===== config.mk =====
export PLATFORM = sky130hd
export DESIGN_NAME = pipe_hazard_ctrl
export DESIGN_NICKNAME = d
export VERILOG_FILES = /design/src/rtl/pipe_pkg.sv /design/src/rtl/pipe_hazard_ctrl_fwd.sv /design/src/rtl/pipe_hazard_ctrl.sv
export SDC_FILE = /design/constraint.sdc
export NUM_CORES = 1
export LEC_CHECK = 0
export ABC_AREA = 1
export BUFFER_PORTS_ARGS = -buffer_cell sky130_fd_sc_hd__buf_2
export CORE_ASPECT_RATIO = 0.6
export CORE_MARGIN = 5
export CORE_UTILIZATION = 30
export CTS_CLUSTER_SIZE = 16
export DETAILED_ROUTE_END_ITERATION = 6
export HOLD_SLACK_MARGIN = 0.15
export PLACE_DENSITY = 0.55
export SLEW_MARGIN = 15
export SYNTH_ARGS = -nofsm -noshare
export SYNTH_HDL_FRONTEND = slang
export SYNTH_HIERARCHICAL = 1
export SYNTH_SLANG_ARGS = --single-unit
export TNS_END_PERCENT = 30

===== constraint.sdc =====
create_clock -name clk -period 2.64 [get_ports clk]
set_input_delay 0.264 -clock clk [delete_from_list [all_inputs] [get_ports clk]]
set_output_delay 0.264 -clock clk [all_outputs]
set_load 0.05 [all_outputs]

===== src/rtl/pipe_pkg.sv =====
// Shared definitions for the five-stage pipeline hazard logic.
//   hzState_t     : hazard controller FSM states
//   FWD_RF/W/M    : Execute-stage forwarding select encodings
//   REG_W_DEFAULT : default register-index width
package pipe_pkg;

  typedef enum logic [1:0] {
    RUN,
    MEM_WAIT,
    DRAIN,
    HALTED
  } hzState_t;

  localparam logic [1:0] FWD_RF = 2'b00;
  localparam logic [1:0] FWD_W  = 2'b01;
  localparam logic [1:0] FWD_M  = 2'b10;

  localparam int unsigned REG_W_DEFAULT = 3;

endpackage


===== src/rtl/pipe_hazard_ctrl_fwd.sv =====
// Forwarding compare for one Execute-stage source operand.
//   rsE                  : Execute source register index
//   rdM, regWriteM       : Memory-stage destination / write enable
//   rdW, regWriteW       : Writeback-stage destination / write enable
//   fwdSel               : FWD_M, FWD_W or FWD_RF (M has priority)
module fwd_unit
  import pipe_pkg::*;
#(
  parameter int unsigned REG_W = REG_W_DEFAULT
) (
  input  logic [REG_W-1:0] rsE,
  input  logic [REG_W-1:0] rdM,
  input  logic             regWriteM,
  input  logic [REG_W-1:0] rdW,
  input  logic             regWriteW,
  output logic [1:0]       fwdSel
);

  always_comb begin
    fwdSel = FWD_RF;
    if (regWriteM && (rdM != '0) && (rdM == rsE)) begin
      fwdSel = FWD_M;
    end else if (regWriteW && (rdW != '0) && (rdW == rsE)) begin
      fwdSel = FWD_W;
    end
  end

endmodule


===== src/rtl/pipe_hazard_ctrl.sv =====
// Central hazard controller for the 8-bit F/D/E/M/W pipeline.
// Produces latch stall/flush controls and Execute forwarding selects, and
// sequences memory wait states (with timeout), HALT drain and halted state.
//   clk, rst                      : clock, synchronous active-high reset
//   rs1D, rs2D                    : Decode sources
//   rs1E, rs2E, rdE               : Execute sources / destination
//   regWriteE, memToRegE          : Execute writes reg / is a load
//   rdM, regWriteM, rdW, regWriteW: M and W destinations / write enables
//   branchTakenE                  : taken branch resolved in Execute
//   memReqM, memReadyM            : Memory-stage request / ready
//   haltD                         : HALT in Decode
//   StallF/D/E/M, FlushD/E/W      : latch controls
//   ForwardAE, ForwardBE          : operand forwarding selects
//   halted, memFault              : halted flag, one-cycle timeout pulse
module pipe_hazard_ctrl
  import pipe_pkg::*;
#(
  parameter int unsigned REG_W        = REG_W_DEFAULT,
  parameter int unsigned MEM_TIMEOUT  = 16,
  parameter int unsigned DRAIN_CYCLES = 3
) (
  input  logic             clk,
  input  logic             rst,
  input  logic [REG_W-1:0] rs1D,
  input  logic [REG_W-1:0] rs2D,
  input  logic [REG_W-1:0] rs1E,
  input  logic [REG_W-1:0] rs2E,
  input  logic [REG_W-1:0] rdE,
  input  logic             regWriteE,
  input  logic             memToRegE,
  input  logic [REG_W-1:0] rdM,
  input  logic             regWriteM,
  input  logic [REG_W-1:0] rdW,
  input  logic             regWriteW,
  input  logic             branchTakenE,
  input  logic             memReqM,
  input  logic             memReadyM,
  input  logic             haltD,
  output logic             StallF,
  output logic             StallD,
  output logic             StallE,
  output logic             StallM,
  output logic             FlushD,
  output logic             FlushE,
  output logic             FlushW,
  output logic [1:0]       ForwardAE,
  output logic [1:0]       ForwardBE,
  output logic             halted,
  output logic             memFault
);

  localparam int unsigned WAIT_W  = $clog2(MEM_TIMEOUT + 1);
  localparam int unsigned DRAIN_W = $clog2(DRAIN_CYCLES + 1);
  localparam logic [WAIT_W-1:0]  WAIT_LAST  = WAIT_W'(MEM_TIMEOUT - 1);
  localparam logic [DRAIN_W-1:0] DRAIN_LAST = DRAIN_W'(DRAIN_CYCLES - 1);

  hzState_t            state, stateNext;
  logic [WAIT_W-1:0]   waitCnt, waitCntNext;
  logic [DRAIN_W-1:0]  drainCnt, drainCntNext;
  logic                retDrain, retDrainNext;
  logic                faultQ, faultNext;

  logic       memStall, lwStall, draining;
  logic [1:0] fwdA, fwdB;

  // regWriteE is part of the Execute bundle but a load always writes, so
  // memToRegE alone qualifies the load-use check.
  logic unusedRegWriteE;
  assign unusedRegWriteE = regWriteE;

  assign memStall = memReqM && !memReadyM;
  assign lwStall  = memToRegE && (rdE != '0) && ((rdE == rs1D) || (rdE == rs2D));
  // A memory wait that interrupted a drain keeps draining once memory is ready.
  assign draining = (state == DRAIN) || ((state == MEM_WAIT) && retDrain);

  fwd_unit #(.REG_W(REG_W)) fwdUnitA (
    .rsE(rs1E), .rdM(rdM), .regWriteM(regWriteM),
    .rdW(rdW), .regWriteW(regWriteW), .fwdSel(fwdA)
  );

  fwd_unit #(.REG_W(REG_W)) fwdUnitB (
    .rsE(rs2E), .rdM(rdM), .regWriteM(regWriteM),
    .rdW(rdW), .regWriteW(regWriteW), .fwdSel(fwdB)
  );

  always_ff @(posedge clk) begin
    if (rst) begin
      state    <= RUN;
      waitCnt  <= '0;
      drainCnt <= '0;
      retDrain <= 1'b0;
      faultQ   <= 1'b0;
    end else begin
      state    <= stateNext;
      waitCnt  <= waitCntNext;
      drainCnt <= drainCntNext;
      retDrain <= retDrainNext;
      faultQ   <= faultNext;
    end
  end

  always_comb begin
    stateNext    = state;
    waitCntNext  = waitCnt;
    drainCntNext = drainCnt;
    retDrainNext = retDrain;
    faultNext    = 1'b0;
    unique case (state)
      RUN: begin
        if (memStall) begin
          stateNext    = MEM_WAIT;
          waitCntNext  = WAIT_W'(1);
          retDrainNext = 1'b0;
        end else if (haltD && !branchTakenE && !lwStall) begin
          stateNext    = DRAIN;
          drainCntNext = '0;
        end
      end
      DRAIN: begin
        if (memStall) begin
          stateNext    = MEM_WAIT;
          waitCntNext  = WAIT_W'(1);
          retDrainNext = 1'b1;
        end else if (drainCnt == DRAIN_LAST) begin
          stateNext = HALTED;
        end else begin
          drainCntNext = drainCnt + 1'b1;
        end
      end
      MEM_WAIT: begin
        if (memStall) begin
          if (waitCnt == WAIT_LAST) begin
            stateNext = HALTED;
            faultNext = 1'b1;
          end else if (waitCnt != '1) begin
            waitCntNext = waitCnt + 1'b1;
          end
        end else begin
          waitCntNext  = '0;
          retDrainNext = 1'b0;
          // The ready cycle of an interrupted drain is itself a drain bubble,
          // so a stall of N cycles delays halting by exactly N cycles.
          if (retDrain) begin
            if (drainCnt == DRAIN_LAST) begin
              stateNext = HALTED;
            end else begin
              stateNext    = DRAIN;
              drainCntNext = drainCnt + 1'b1;
            end
          end else begin
            stateNext = RUN;
          end
        end
      end
      HALTED: begin
        stateNext = HALTED;
      end
      default: stateNext = RUN;
    endcase
  end

  always_comb begin
    StallF    = 1'b0;
    StallD    = 1'b0;
    StallE    = 1'b0;
    StallM    = 1'b0;
    FlushD    = 1'b0;
    FlushE    = 1'b0;
    FlushW    = 1'b0;
    ForwardAE = fwdA;
    ForwardBE = fwdB;
    halted    = 1'b0;
    memFault  = 1'b0;
    if (rst) begin
      FlushD    = 1'b1;
      FlushE    = 1'b1;
      FlushW    = 1'b1;
      ForwardAE = FWD_RF;
      ForwardBE = FWD_RF;
    end else begin
      memFault = faultQ;
      if (state == HALTED) begin
        StallF = 1'b1;
        StallD = 1'b1;
        FlushE = 1'b1;
        halted = 1'b1;
      end else if (memStall) begin
        StallF = 1'b1;
        StallD = 1'b1;
        StallE = 1'b1;
        StallM = 1'b1;
        FlushW = 1'b1;
      end else if (draining) begin
        StallF = 1'b1;
        StallD = 1'b1;
        FlushE = 1'b1;
      end else if (branchTakenE) begin
        FlushD = 1'b1;
        FlushE = 1'b1;
      end else if (lwStall) begin
        StallF = 1'b1;
        StallD = 1'b1;
        FlushE = 1'b1;
      end
    end
  end

endmodule


# Word level (Yosys, flattened, before mapping)
# Index checks and enable logic that the tools add are counted.
dict set report word_totals {
  reg_bits 11
  latchBits 0
  ram_bits 0
  mem_bits_ro 0
  out_inout_bits 13
  elab_cells 118
  n_memories 0
}
dict set report op_classes {
  add_sub_neg 2
  n_mul 0
  n_div 0
  magnitude_cmp 0
  eq_ne 25
  shift 0
  n_mux 55
  n_bitwise 2
  n_reduce_logical 29
}
# operator n
set ops {}
lappend ops {{2-bit 2-to-1 mux} 17}
lappend ops {{1-bit 2-to-1 mux} 30}
lappend ops {{5-bit 2-to-1 mux} 4}
lappend ops {{3-bit equality test} 6}
lappend ops {{2-bit inequality test (second input constant)} 7}
lappend ops {{1-bit logical AND} 12}
lappend ops {{3-bit nonzero test} 4}
lappend ops {{5-bit case mux with 2 select lines} 1}
lappend ops {{3-bit by 2-bit inequality test with 1-bit output (second input constant)} 3}
lappend ops {{2-bit case mux with 4 select lines} 1}
lappend ops {{4-bit AND reduction} 2}
lappend ops {{2-bit equality test (second input constant)} 3}
lappend ops {{3-bit inequality test (second input constant)} 2}
lappend ops {{2-bit case mux with 3 select lines} 1}
lappend ops {{6-bit AND reduction} 1}
lappend ops {{5-bit by 1-bit adder with 5-bit output (second input constant)} 1}
lappend ops {{5-bit by 4-bit equality test with 1-bit output (second input constant)} 1}
lappend ops {{5-bit inequality test (second input constant)} 1}
lappend ops {{1-bit logical NOT} 3}
lappend ops {{1-bit case mux with 3 select lines} 1}
lappend ops {{3-bit AND reduction} 1}
lappend ops {{3-bit OR reduction} 1}
lappend ops {{2-bit by 1-bit adder with 2-bit output (second input constant)} 1}
lappend ops {{2-bit by 1-bit equality test with 1-bit output (second input constant)} 1}
lappend ops {{6 further kinds} 8}

# Depth between registers and ports, before layout
# Gate-level depths: netlist of run 1.
dict set report logic_depth {
  ltp_word 9
  mapped_depth 12
}

# Modules after synthesis
# The synthesis of run 1 kept the hierarchy.
# module instances cells_per_inst area_each_um2 seq_area_each_um2
set by_module_without_submodules {}
lappend by_module_without_submodules {pipe_hazard_ctrl 1 163 992.2 220.2}
lappend by_module_without_submodules {fwd_unit 2 33 142.6 0.0}

# Worst setup path before layout of run 1
# OpenSTA, ideal clock, no wires.
dict set report synth_timing {
  path_kind {reg-to-output}
  from {register state[1]}
  to {output port StallF}
  arrival_ns 2.495
  t_required_ns 2.376
  slack_ns -0.119
  path_stages_with_launch 10
  n_path_buf 1
  path_cell_list {dfxtp_1 > inv_1 > ha_1 > nand2_1 > nand2_1 > nor3_1 > nand2_1 > nand2_1 > a21oi_1 > buf_4}
}
dict set report synth_between {
  elab_chain_cells 7
  word_cells_on_any_way 9
  classes_between {eq/ne (3); mux (4); reduce/logical (2)}
}
# item line_no
set synth_rtl {}
lappend synth_rtl {{start, declared} pipe_hazard_ctrl.sv:57} ;# hzState_t state, stateNext;
lappend synth_rtl {{start signal, assigned} pipe_hazard_ctrl.sv:94} ;# state <= stateNext;
lappend synth_rtl {{2-bit by 1-bit equality test with 1-bit output} pipe_hazard_ctrl.sv:74} ;# assign draining = (state == DRAIN) || ((state == MEM_WAIT) && retDrain);
lappend synth_rtl {{1-bit logical AND} pipe_hazard_ctrl.sv:74}
lappend synth_rtl {{1-bit logical OR} pipe_hazard_ctrl.sv:74}
lappend synth_rtl {{1-bit 2-to-1 mux (2 in a row)} --}
lappend synth_rtl {{1-bit 2-to-1 mux (*) (2 in a row)} --}
lappend synth_rtl {{end, declared} pipe_hazard_ctrl.sv:39} ;# output logic StallF,
# Every way passes the cells marked *; elsewhere a longest branch is shown, timed or not.

# Final worst setup path of run 1
dict set report layout_timing {
  from {register state[1]}
  to {output port FlushD}
}
dict set report layout_between {
  elab_chain_cells 7
  word_cells_on_any_way 9
  classes_between {eq/ne (3); mux (4); reduce/logical (2)}
}
# item line_no
set layout_rtl {}
lappend layout_rtl {{2-bit by 1-bit equality test with 1-bit output} pipe_hazard_ctrl.sv:74}
lappend layout_rtl {{1-bit logical AND} pipe_hazard_ctrl.sv:74}
lappend layout_rtl {{1-bit logical OR} pipe_hazard_ctrl.sv:74}
lappend layout_rtl {{1-bit 2-to-1 mux} pipe_hazard_ctrl.sv:193} ;# end else if (draining) begin
lappend layout_rtl {{1-bit 2-to-1 mux} pipe_hazard_ctrl.sv:187} ;# end else if (memStall) begin
lappend layout_rtl {{1-bit 2-to-1 mux (*)} pipe_hazard_ctrl.sv:182} ;# if (state == HALTED) begin
lappend layout_rtl {{1-bit 2-to-1 mux (*)} pipe_hazard_ctrl.sv:174} ;# if (rst) begin
lappend layout_rtl {{end, declared} pipe_hazard_ctrl.sv:43} ;# output logic FlushD,
# Marked as above.

==> reports/results.ini, run 1 <==
[die]
die_area_mm2 = 0.00571
die_x_um = 94.2
ios = 44
num_rows = 18
initial_core_util_pct = 31.0
core_area_mm2 = 0.00412
dieHeight_um = 60.5

[sta]
finalCritPeriodShare_pct = 82.8
fin_ws_ps = 454
fin_crit_ps = 2190
timing.fmax_mhz = 457
drv_slew = 0
finClkSkew_ps = 5.86
setup_violations = 0
relSlewSlack_pct = 77.0
rsz0062_at_grt = no
worstMarginPinSlew_ps = 343
setup_tns_ps = 0
hold_violations = 0

[logic_synthesis]
yosysUniqueCellTypes = 29
ys_warn_count = 6
ys_ff_latch = 11
postSynthCellCount = 229
syn_nets = 268
syn_area_mm2 = 0.00128
avgSynthCellArea_um2 = 5.58
seq_area_frac_synth_pct = 17.2

[finish]
area_growth_pct = 25.0
final_common_cell = nand2_1
layoutNonFillerInstCount = 332
drive_gt1_share_pct = 25.7
fin_nets = 312
antennaDiodeCount = 0
final_cell_mix = 68 x nand2_1, 49 x inv_1, 42 x buf_2
utilization_pct = 38.7

[clock_tree]
clk_latency_ps = 240
clk_pin_slew_ps = 60
clock_sinks = 11
cts_tree = yes
postCtsSetupBuffers = 0
cts_htree_levels = 1
numCtsBuffers = 3
clockBufferDepth = 2
cts_resized = 0
ctsHoldBuffers = 0
cts_root_buf = clkbuf_8

[hold_path]
holdPathStages = 2
hp-start = rst
hold_path.class = in -> reg

[worst_setup_path]
cp.depth = 8
cp_slowest_stage_delay_ps = 390
critPathKind = reg -> out
crit_fanout = 5
crit_chain = inv_1 -> ha_1 -> nand2_1 -> nand2_1 -> nor3_1 -> nand2_1 -> nand2_1 -> buf_2
worstPathBufferInverterCount = 2
r2r_start = waitCnt[0]
arrival_ps = 1920
crit_slowest_cell = dfxtp_1
worst_setup_path_start_kind = flip-flop
required_ps = 2380
crit_family = simple AND/OR/NAND/NOR gates
path_common_cell = nand2_1
crit_path_end_kind = output pin
critPathLaunch = state[1]
reg2regPathDepth = 9

[placement]
place_inst = 328
port_buffers = 42
place_ws_ps = 734
gp_congestion = 0.838
hpwl_um = 2660

[drt]
drt-total-wl_um = 3090
first_pass_iters = 4
vias = 1382
viasPerCell = 4.16
detail-route-antenna-nets = 0
dr.first_iter.drc_count = 36
avgRoutedWirePerCell_um = 9.32
drc = 0

[global_route]
grt_pass1_vias = 1159
antenna_found_initial = 0
grt_pass1_wl_um = 5230
grt_max_degree = 10
overflow = 0
track_usage_pct = 11.6

[job]
cap_violations = 0

[pwr]
p_leak_nw = 0.933
vdd_drop_max_mv = 0.204
power_density_mw_per_mm2 = 635

[status]
status = finished, final reports clean

[flip-flops by register name, indices dropped and copies added (netlist names)]
register,flops
state,2
retDrain,1
drainCnt,2
faultQ,1
waitCnt,5
[final cells by class]
cell class	instances	area (um2)
well taps	60	75.1
fillers	481	2520
repair buffers	43	218
flip-flops and latches	11	220
multi-input cells	159	831
inverters	55	206
clock inverters	1	5.00
clock buffers	3	41.3
[where the power goes]
part           internal [W]  total, W  switching [W]
Clock              0.000104  0.000175      0.0000711
Combinational      0.000205  0.000594       0.000389
Sequential         0.000212  0.000245      0.0000332
Total              0.000521   0.00101       0.000493
[per-stage QoR]
| stage | hold slack, ps | power (W) | cell area, um2 |
|---|---|---|---|
| global placement | 472 | 0.000843 | 1550 |
| CTS | 323 | 0.00102 | 1600 |
| finish | 327 | 0.00101 | 1600 |
| detailed placement | 471 | 0.000840 | 1550 |
| floorplan | 453 | 0.000713 | 1280 |
| global route | 351 | 0.00112 | 1600 |
[layer usage]
metal / vias up / routed length (um) / GRT usage (%)
li1: 777 / - / -
met1: 574 / 1870 / 18.7
met2: 29 / 1020 / 14.9
met3: 2 / 182 / 3.10
met4: 0 / 22 / 1.85
met5: - / 0 / 0
[Yosys cell counts]
cell type | number | share of area (%)
xnor2_1 | 3 | 2.1
ha_1 | 8 | 7.8
nor2_2 | 3 | 1.5
o21ai_1 | 1 | 0.39
nand2_4 | 2 | 1.8
nand3_1 | 8 | 3.1
a21boi_2 | 2 | 1.8
o22ai_1 | 1 | 0.49
dfxtp_1 | 11 | 17
buf_4 | 2 | 1.2
nand2_2 | 4 | 2.0
inv_1 | 49 | 14
o221ai_1 | 1 | 0.69
nor3b_2 | 1 | 0.98
xor2_1 | 1 | 0.69
o21ai_2 | 2 | 1.4
buf_2 | 1 | 0.39
nor3_1 | 5 | 2.0
a211oi_2 | 1 | 0.98
a21oi_1 | 8 | 3.1
nand2_1 | 68 | 20
o21ai_0 | 9 | 3.5
nor2_1 | 27 | 7.9
a31oi_1 | 1 | 0.49
o32ai_1 | 1 | 0.69
nor2_4 | 1 | 0.88
inv_2 | 6 | 1.8
a211oi_1 | 1 | 0.59
clkbuf_1 | 1 | 0.29
[worst reg2reg max path, cell delays in order, from the launching register on]
cell and delay [ps]:
dfxtp_1 350, ha_1 150, inv_1 60, nor3_1 270, ha_1 320, o32ai_1 120, inv_1 100, nand2_1 80
nor2_1 100, nor2_1 50
[cell families after synthesis]
group                    after synthesis  share of synthesized area, %
XOR/XNOR                               4                          2.74
AO/OA/AOI/OAI                         28                          14.1
buffers and inverters                 59                          18.0
adder cells (fa/ha/maj)                8                          7.84
AND/OR/NAND/NOR                      119                          40.1
flip-flops                            11                          17.2
[final timing paths]
check / slack (ps) / end
worst max register to register: 930 / state[1]
worst min-delay path: 330 / waitCnt[1]
worst min register to register: 480 / waitCnt[4]
worst max-delay path: 450 / FlushD
No activity file was read; power rests on OpenSTA's default activity.
==> run 2, diff against run 1 <==
- PLACE_DENSITY: 0.55 -> 0.57
- clock period: 2.64 -> 1.95 ns (I/O delays scaled with it)
==> run 2 against run 1 <==
Against the previous run: cell count rose by 0.90%; total power rose by 41%; clock skew fell by 5.4 ps; clock power rose by 34%; register-to-register slack got worse by 630 ps; die area did not move; flip-flop and latch count did not move; non-clock buffer count rose by 3; via count rose by 1.2%; global-route usage rose by 0.38 points; setup slack got worse by 360 ps; critical path type unchanged; critical endpoint is now StallF.
==> reports/results.ini, run 2 (synthesis gave the netlist of run 1 again) <==
[status]
status = finished, final reports clean

[finish]
layoutNonFillerInstCount = 335
ff_latch_area_um2 = 220
area_growth_pct = 28.8
drive_gt1_share_pct = 27.3
fin_nets = 315
largest_register_ffs = 5
utilization_pct = 39.9
top_register = waitCnt
fill_cells = 467
reg_top3 = waitCnt: 5 flops, drainCnt: 2 flops, state: 2 flops
multi_input_area_um2 = 851
final_common_cell = nand2_1
final_cell_mix = 68 x nand2_1, 49 x inv_1, 39 x buf_2
antennaDiodeCount = 0

[worst_setup_path]
arrival_ps = 1660
reg2reg_slack_ps = 300
r2r_end = state[1]
critPathLaunch = state[1]
required_ps = 1750
worst_setup_path_start_kind = flip-flop
reg2regPathDepth = 10
endpoint = StallF
critPathKind = reg -> out
r2r_start = waitCnt[0]
crit_fanout = 4
crit_path_end_kind = output pin

[placement]
hpwl_um = 2720
gp_congestion = 0.859
place_inst = 331
port_buffers = 42
place_ws_ps = 244

[pwr]
internal_power_w = 0.000750
pwr-share-seq_pct = 22.9
switching_share_pct = 47.5
comb_power_share_pct = 60.7
power_density_mw_per_mm2 = 869
power.share.clock_pct = 16.4
p_leak_nw = 0.950
vdd_drop_max_mv = 0.358
power.switching_w = 0.000679

[sta]
timing.hold.ws_ps = 283
fin_ws_ps = 97.9
setup_tns_ps = 0
drv_slew = 0
fin_crit_ps = 1850
relSlewSlack_pct = 76.2
finClkSkew_ps = 0.505
rsz0062_at_grt = yes
setup_violations = 0
finalCritPeriodShare_pct = 95.0
timing.fmax_mhz = 540
worstMarginPinSlew_ps = 356
hold_violations = 0

[drt]
viasPerCell = 4.18
drt-total-wl_um = 3170
drc = 0
first_pass_iters = 4
dr.first_iter.drc_count = 37
avgRoutedWirePerCell_um = 9.46
detail-route-antenna-nets = 0
vias = 1399

[global_route]
overflow = 0
grt_max_degree = 10
track_usage_pct = 11.9
antenna_found_initial = 0
busiest_layer = met2
grt_pass1_vias = 1262
grt_use_met1_pct = 17.5
use_met3_pct = 3.84
grtUsageMet2_pct = 17.6
grt_pass1_wl_um = 5400

[die]
die_area_mm2 = 0.00571
ios = 44
die_x_um = 94.2
num_rows = 18
dieHeight_um = 60.5
core_area_mm2 = 0.00412
initial_core_util_pct = 31.0

[clock_tree]
clockBufferDepth = 2
clock_sinks = 11
clk_latency_ps = 240
cts_tree = yes
postCtsSetupBuffers = 0
numCtsBuffers = 3
ctsHoldBuffers = 0
cts_htree_levels = 1
cts_root_buf = clkbuf_8
clk_pin_slew_ps = 50

[hold_path]
hold_path.class = in -> reg

[job]
cap_violations = 0

[run 2: cell count changes in the layout (fill, tap and decap cells not counted)]
| cell | previous run | this run |
|---|---|---|
| buf_2 | 42 | 39 |
| ha_1 | 8 | 7 |
| clkbuf_1 | 0 | 1 |
| a21oi_4 | 0 | 1 |
| nor3_2 | 0 | 2 |
| buf_4 | 1 | 7 |
| ha_2 | 0 | 1 |
| clkinv_2 | 1 | 0 |
| a21oi_2 | 1 | 0 |
| nor3_1 | 5 | 3 |
[run 2: final cells by class]
| cell class | count | share of cell area [%] |
|---|---|---|
| Clock buffer | 4 | 2.74 |
| Inverter | 55 | 12.5 |
| Multi-Input combinational cell | 159 | 51.7 |
| Sequential cell | 11 | 13.4 |
| Tap cell | 60 | 4.56 |
| Timing Repair Buffer | 46 | 15.1 |
[run 2: timing repair]
| action | in CTS | in global routing |
|---|---|---|
| resized for setup | 1 | 6 |
| cloned | 0 | 0 |
| pin swaps | 0 | 0 |
| endpoints found under the setup margin | 1 | 3 |
[run 2: power groups by stage]
stage	logic [W]	clock network (W)	registers (W)
floorplan	0.000648	0	0.000326
global placement	0.000844	0	0.000332
detailed placement	0.000853	0	0.000332
CTS	0.000858	0.000243	0.000326
global route	0.000978	0.000256	0.000337
finish	0.000868	0.000234	0.000327
[run 2: worst min-delay path by stage]
stage,start,end,cells after the start
after detailed placement,waitCnt[4],waitCnt[4],2
after floorplan,memReadyM,faultQ,3
after global routing,rst,waitCnt[1],2
after CTS,rst,waitCnt[1],2
final,rst,waitCnt[1],2
after global placement,waitCnt[4],waitCnt[4],2
[run 2: per-layer routing]
| layer | wire (um) | vias up | part of all wire (%) |
|---|---|---|---|
| li1 | - | 782 | - |
| met4 | 0 | 0 | 0 |
| met2 | 1220 | 29 | 38 |
| met3 | 204 | 0 | 6.4 |
| met1 | 1750 | 588 | 55 |
| met5 | 0 | - | 0 |
[run 2: metrics by stage]
step	area, um2	total power (W)
floorplan	1290	0.000975
global placement	1590	0.00118
detailed placement	1590	0.00119
CTS	1630	0.00143
global route	1650	0.00157
finish	1650	0.00143
[run 2: worst max-delay path, cell delays in order, from the launching register on]
cell and delay [ps]:
dfxtp_1 390, inv_1 110, ha_1 200, nand2_1 90
nand2_1 80, nor3_2 140, nand2_1 70, nand2_1 120
a21oi_4 40, buf_4 180
==> run 3, diff against run 2 <==
- ABC_AREA: 1 -> not set
- PLACE_DENSITY: 0.57 -> 0.58
==> run 3 against run 2 <==
Against the previous run: cell count decreased by 24%; the flow now finishes with violations (setup timing); global-route usage is 0.70 points higher; sequential share of layout area is 0.35 points lower; synthesized cell count shrank 34%; via count fell by 8.2%; maximum frequency decreased by 6.9%.
==> reports/results.ini, run 3 <==
[sta]
fin_ws_ps = -40.0
setup_violations = 1
hold_violations = 0
rsz0062_at_grt = yes
drv_slew = 0
fin_crit_ps = 1990
relSlewSlack_pct = 69.4
timing.hold.ws_ps = 388
timing.fmax_mhz = 503
worstMarginPinSlew_ps = 460
finalCritPeriodShare_pct = 102
finClkSkew_ps = 2.16

[logic_synthesis]
syn_area_mm2 = 0.00121
yosysMostFrequentCell = nor2_1
yosys.area.top_type = dfxtp_1
yosysUniqueCellTypes = 47
seq_area_frac_synth_pct = 18.1
async_flop_share_pct = 0
yosys-top-cells-area = dfxtp_1 18%, ha_1 8.2%, xor2_1 5.8%
synth_ff_type = dfxtp_1
synth_common_cells = 17 x nor2_1, 11 x dfxtp_1, 9 x inv_1, 9 x nor2b_1
ys_warn_count = 6
avgSynthCellArea_um2 = 7.98
synth.top_cell.area_share_pct = 18.1
ys_ff_latch = 11
syn_nets = 191
synth-edff-count = 0
postSynthCellCount = 152

[placement]
place_inst = 250
hpwl_um = 2760
port_buffers = 42
gp_congestion = 0.802
place_ws_ps = -93.6

[finish]
multi_input_area_um2 = 995
largest_register_ffs = 5
reg_top3 = waitCnt: 5 flops, drainCnt: 2 flops, state: 2 flops
fill_cells = 371
top_register = waitCnt
ff_latch_area_um2 = 224
drive_gt1_share_pct = 45.0
final_common_cell = buf_2
fin_nets = 249
utilization_pct = 45.4
final_cell_mix = 39 x buf_2, 19 x buf_4, 14 x nor2_1
layoutNonFillerInstCount = 256
area_growth_pct = 41.5
antennaDiodeCount = 0

[drt]
wl_met3_um = 222
drt-total-wl_um = 3340
drc = 0
top_layer_used = met4
detail-route-antenna-nets = 0
viasPerCell = 5.02
dr.first_iter.drc_count = 59
first_pass_iters = 4
wl_met2_um = 1340
avgRoutedWirePerCell_um = 13.1
m1WireLength_um = 1760
vias = 1284

[status]
status = finished, violations left
violations = setup timing

[pwr]
power.switching_w = 0.000696
internal_power_w = 0.000870
switching_share_pct = 44.4
finalPower_w = 0.00157
vdd_drop_max_mv = 0.403
p_leak_nw = 0.741
power.share.clock_pct = 15.3
comb_power_share_pct = 65.7
power_density_mw_per_mm2 = 912
pwr-share-seq_pct = 18.9

[worst_setup_path]
r2r_start = waitCnt[0]
r2r_end = state[1]
crit_fanout = 3
worst_setup_path_start_kind = flip-flop
crit_slowest_cell = or4b_4
worstPathBufferInverterCount = 0
critPathLaunch = waitCnt[0]
path_common_cell = ha_4
crit_chain = ha_4 -> and3_4 -> ha_4 -> nor4bb_4 -> a21oi_2 -> or4b_4 -> nand2_4 -> mux2_4
crit_family = simple AND/OR/NAND/NOR gates
critPathKind = reg -> reg
crit_path_end_kind = flip-flop
reg2reg_slack_ps = -40
cp_slowest_stage_delay_ps = 490
cp.depth = 8
required_ps = 2080
arrival_ps = 2120
reg2regPathDepth = 8
endpoint = state[1]

[hold_path]
hold_path.class = in -> reg

[global_route]
grt_max_degree = 25
antenna_found_initial = 0
grt_pass1_wl_um = 5460
grt_pass1_vias = 1141
overflow = 0
track_usage_pct = 12.6

[die]
die_area_mm2 = 0.00546
initial_core_util_pct = 32.1
die_x_um = 92.1
num_rows = 17
core_area_mm2 = 0.00379
ios = 44
dieHeight_um = 59.3

[clock_tree]
clk_pin_slew_ps = 60
cts_htree_levels = 1
cts_root_buf = clkbuf_8
clockBufferDepth = 2
numCtsBuffers = 3
clock_sinks = 11
cts_tree = yes
clk_latency_ps = 250
ctsHoldBuffers = 0

[job]
cap_violations = 0

run 3: changes by cell type in the layout (fill, tap and decap cells not counted), sizes merged, moves of 4 or more:
cell	before	now
nand2b	0	6
nand3	8	1
o21ai	12	8
xnor2	3	7
nand2	74	5
o2111ai	0	4
buf	46	60
nor2b	0	9
nor2	31	17
xor2	1	8
inv	55	9
run 3: repair_timing:
item / 4_1_cts / 5_1_grt
buffers inserted: 1 / 1
resized for setup: 13 / 14
gates cloned: 0 / 0
pin swaps: 0 / 2
endpoints found under the setup margin: 4 / 10
run 3: final cells by class:
class                           instances  area share [%]
Multi-Input combinational cell        125            57.9
Timing Repair Buffer                   60            21.0
Sequential cell                        11            13.0
Tap cell                               47            3.42
Clock buffer                            3            2.40
Inverter                                9            1.97
Clock inverter                          1           0.291
run 3: worst min path at each step:
stage                startpoint          end  slack [ps]  depth (start not counted)
floorplan                   rst     state[1]         430                          2
global placement    drainCnt[0]  drainCnt[0]         490                          2
detailed placement   waitCnt[3]   waitCnt[3]         490                          2
CTS                         rst   waitCnt[4]         380                          2
global route                rst   waitCnt[0]         420                          2
finish                      rst   waitCnt[0]         390                          2
run 3: metrics by stage:
step	instance area [um2]	TNS, ps
after floorplan	1220	-309
after global placement	1570	-77.3
after detailed placement	1570	-116
after CTS	1680	-27.5
after global routing	1720	-205
final	1720	-40.0
run 3: kinds of logic (layout without fill, tap and decap cells):
| group | count (synthesis) | after routing | share of synthesized area, % |
|---|---|---|---|
| AND/OR/NAND/NOR | 57 | 57 | 26.7 |
| AO/OA/AOI/OAI | 43 | 43 | 27.7 |
| buffers and inverters | 16 | 73 | 6.29 |
| XOR/XNOR | 15 | 15 | 10.8 |
| flip-flops | 11 | 11 | 18.1 |
| adder cells (fa/ha/maj) | 8 | 8 | 8.25 |
| multiplexers | 2 | 2 | 2.06 |
run 3: routing by layer:
metal	global-route usage, %	vias up
met3	4.70	4
met5	0	-
li1	-	667
met1	18.9	584
met4	1.90	0
met2	17.2	29
run 3: power by group through the flow:
stage / clock network (W) / logic (W) / registers, W
2_1_floorplan: 0 / 0.000636 / 0.000293
3_3_place_gp: 0 / 0.000920 / 0.000295
3_5_place_dp: 0 / 0.000915 / 0.000294
4_1_cts: 0.000249 / 0.000962 / 0.000296
5_1_grt: 0.000256 / 0.00113 / 0.000302
6_report: 0.000240 / 0.00103 / 0.000296
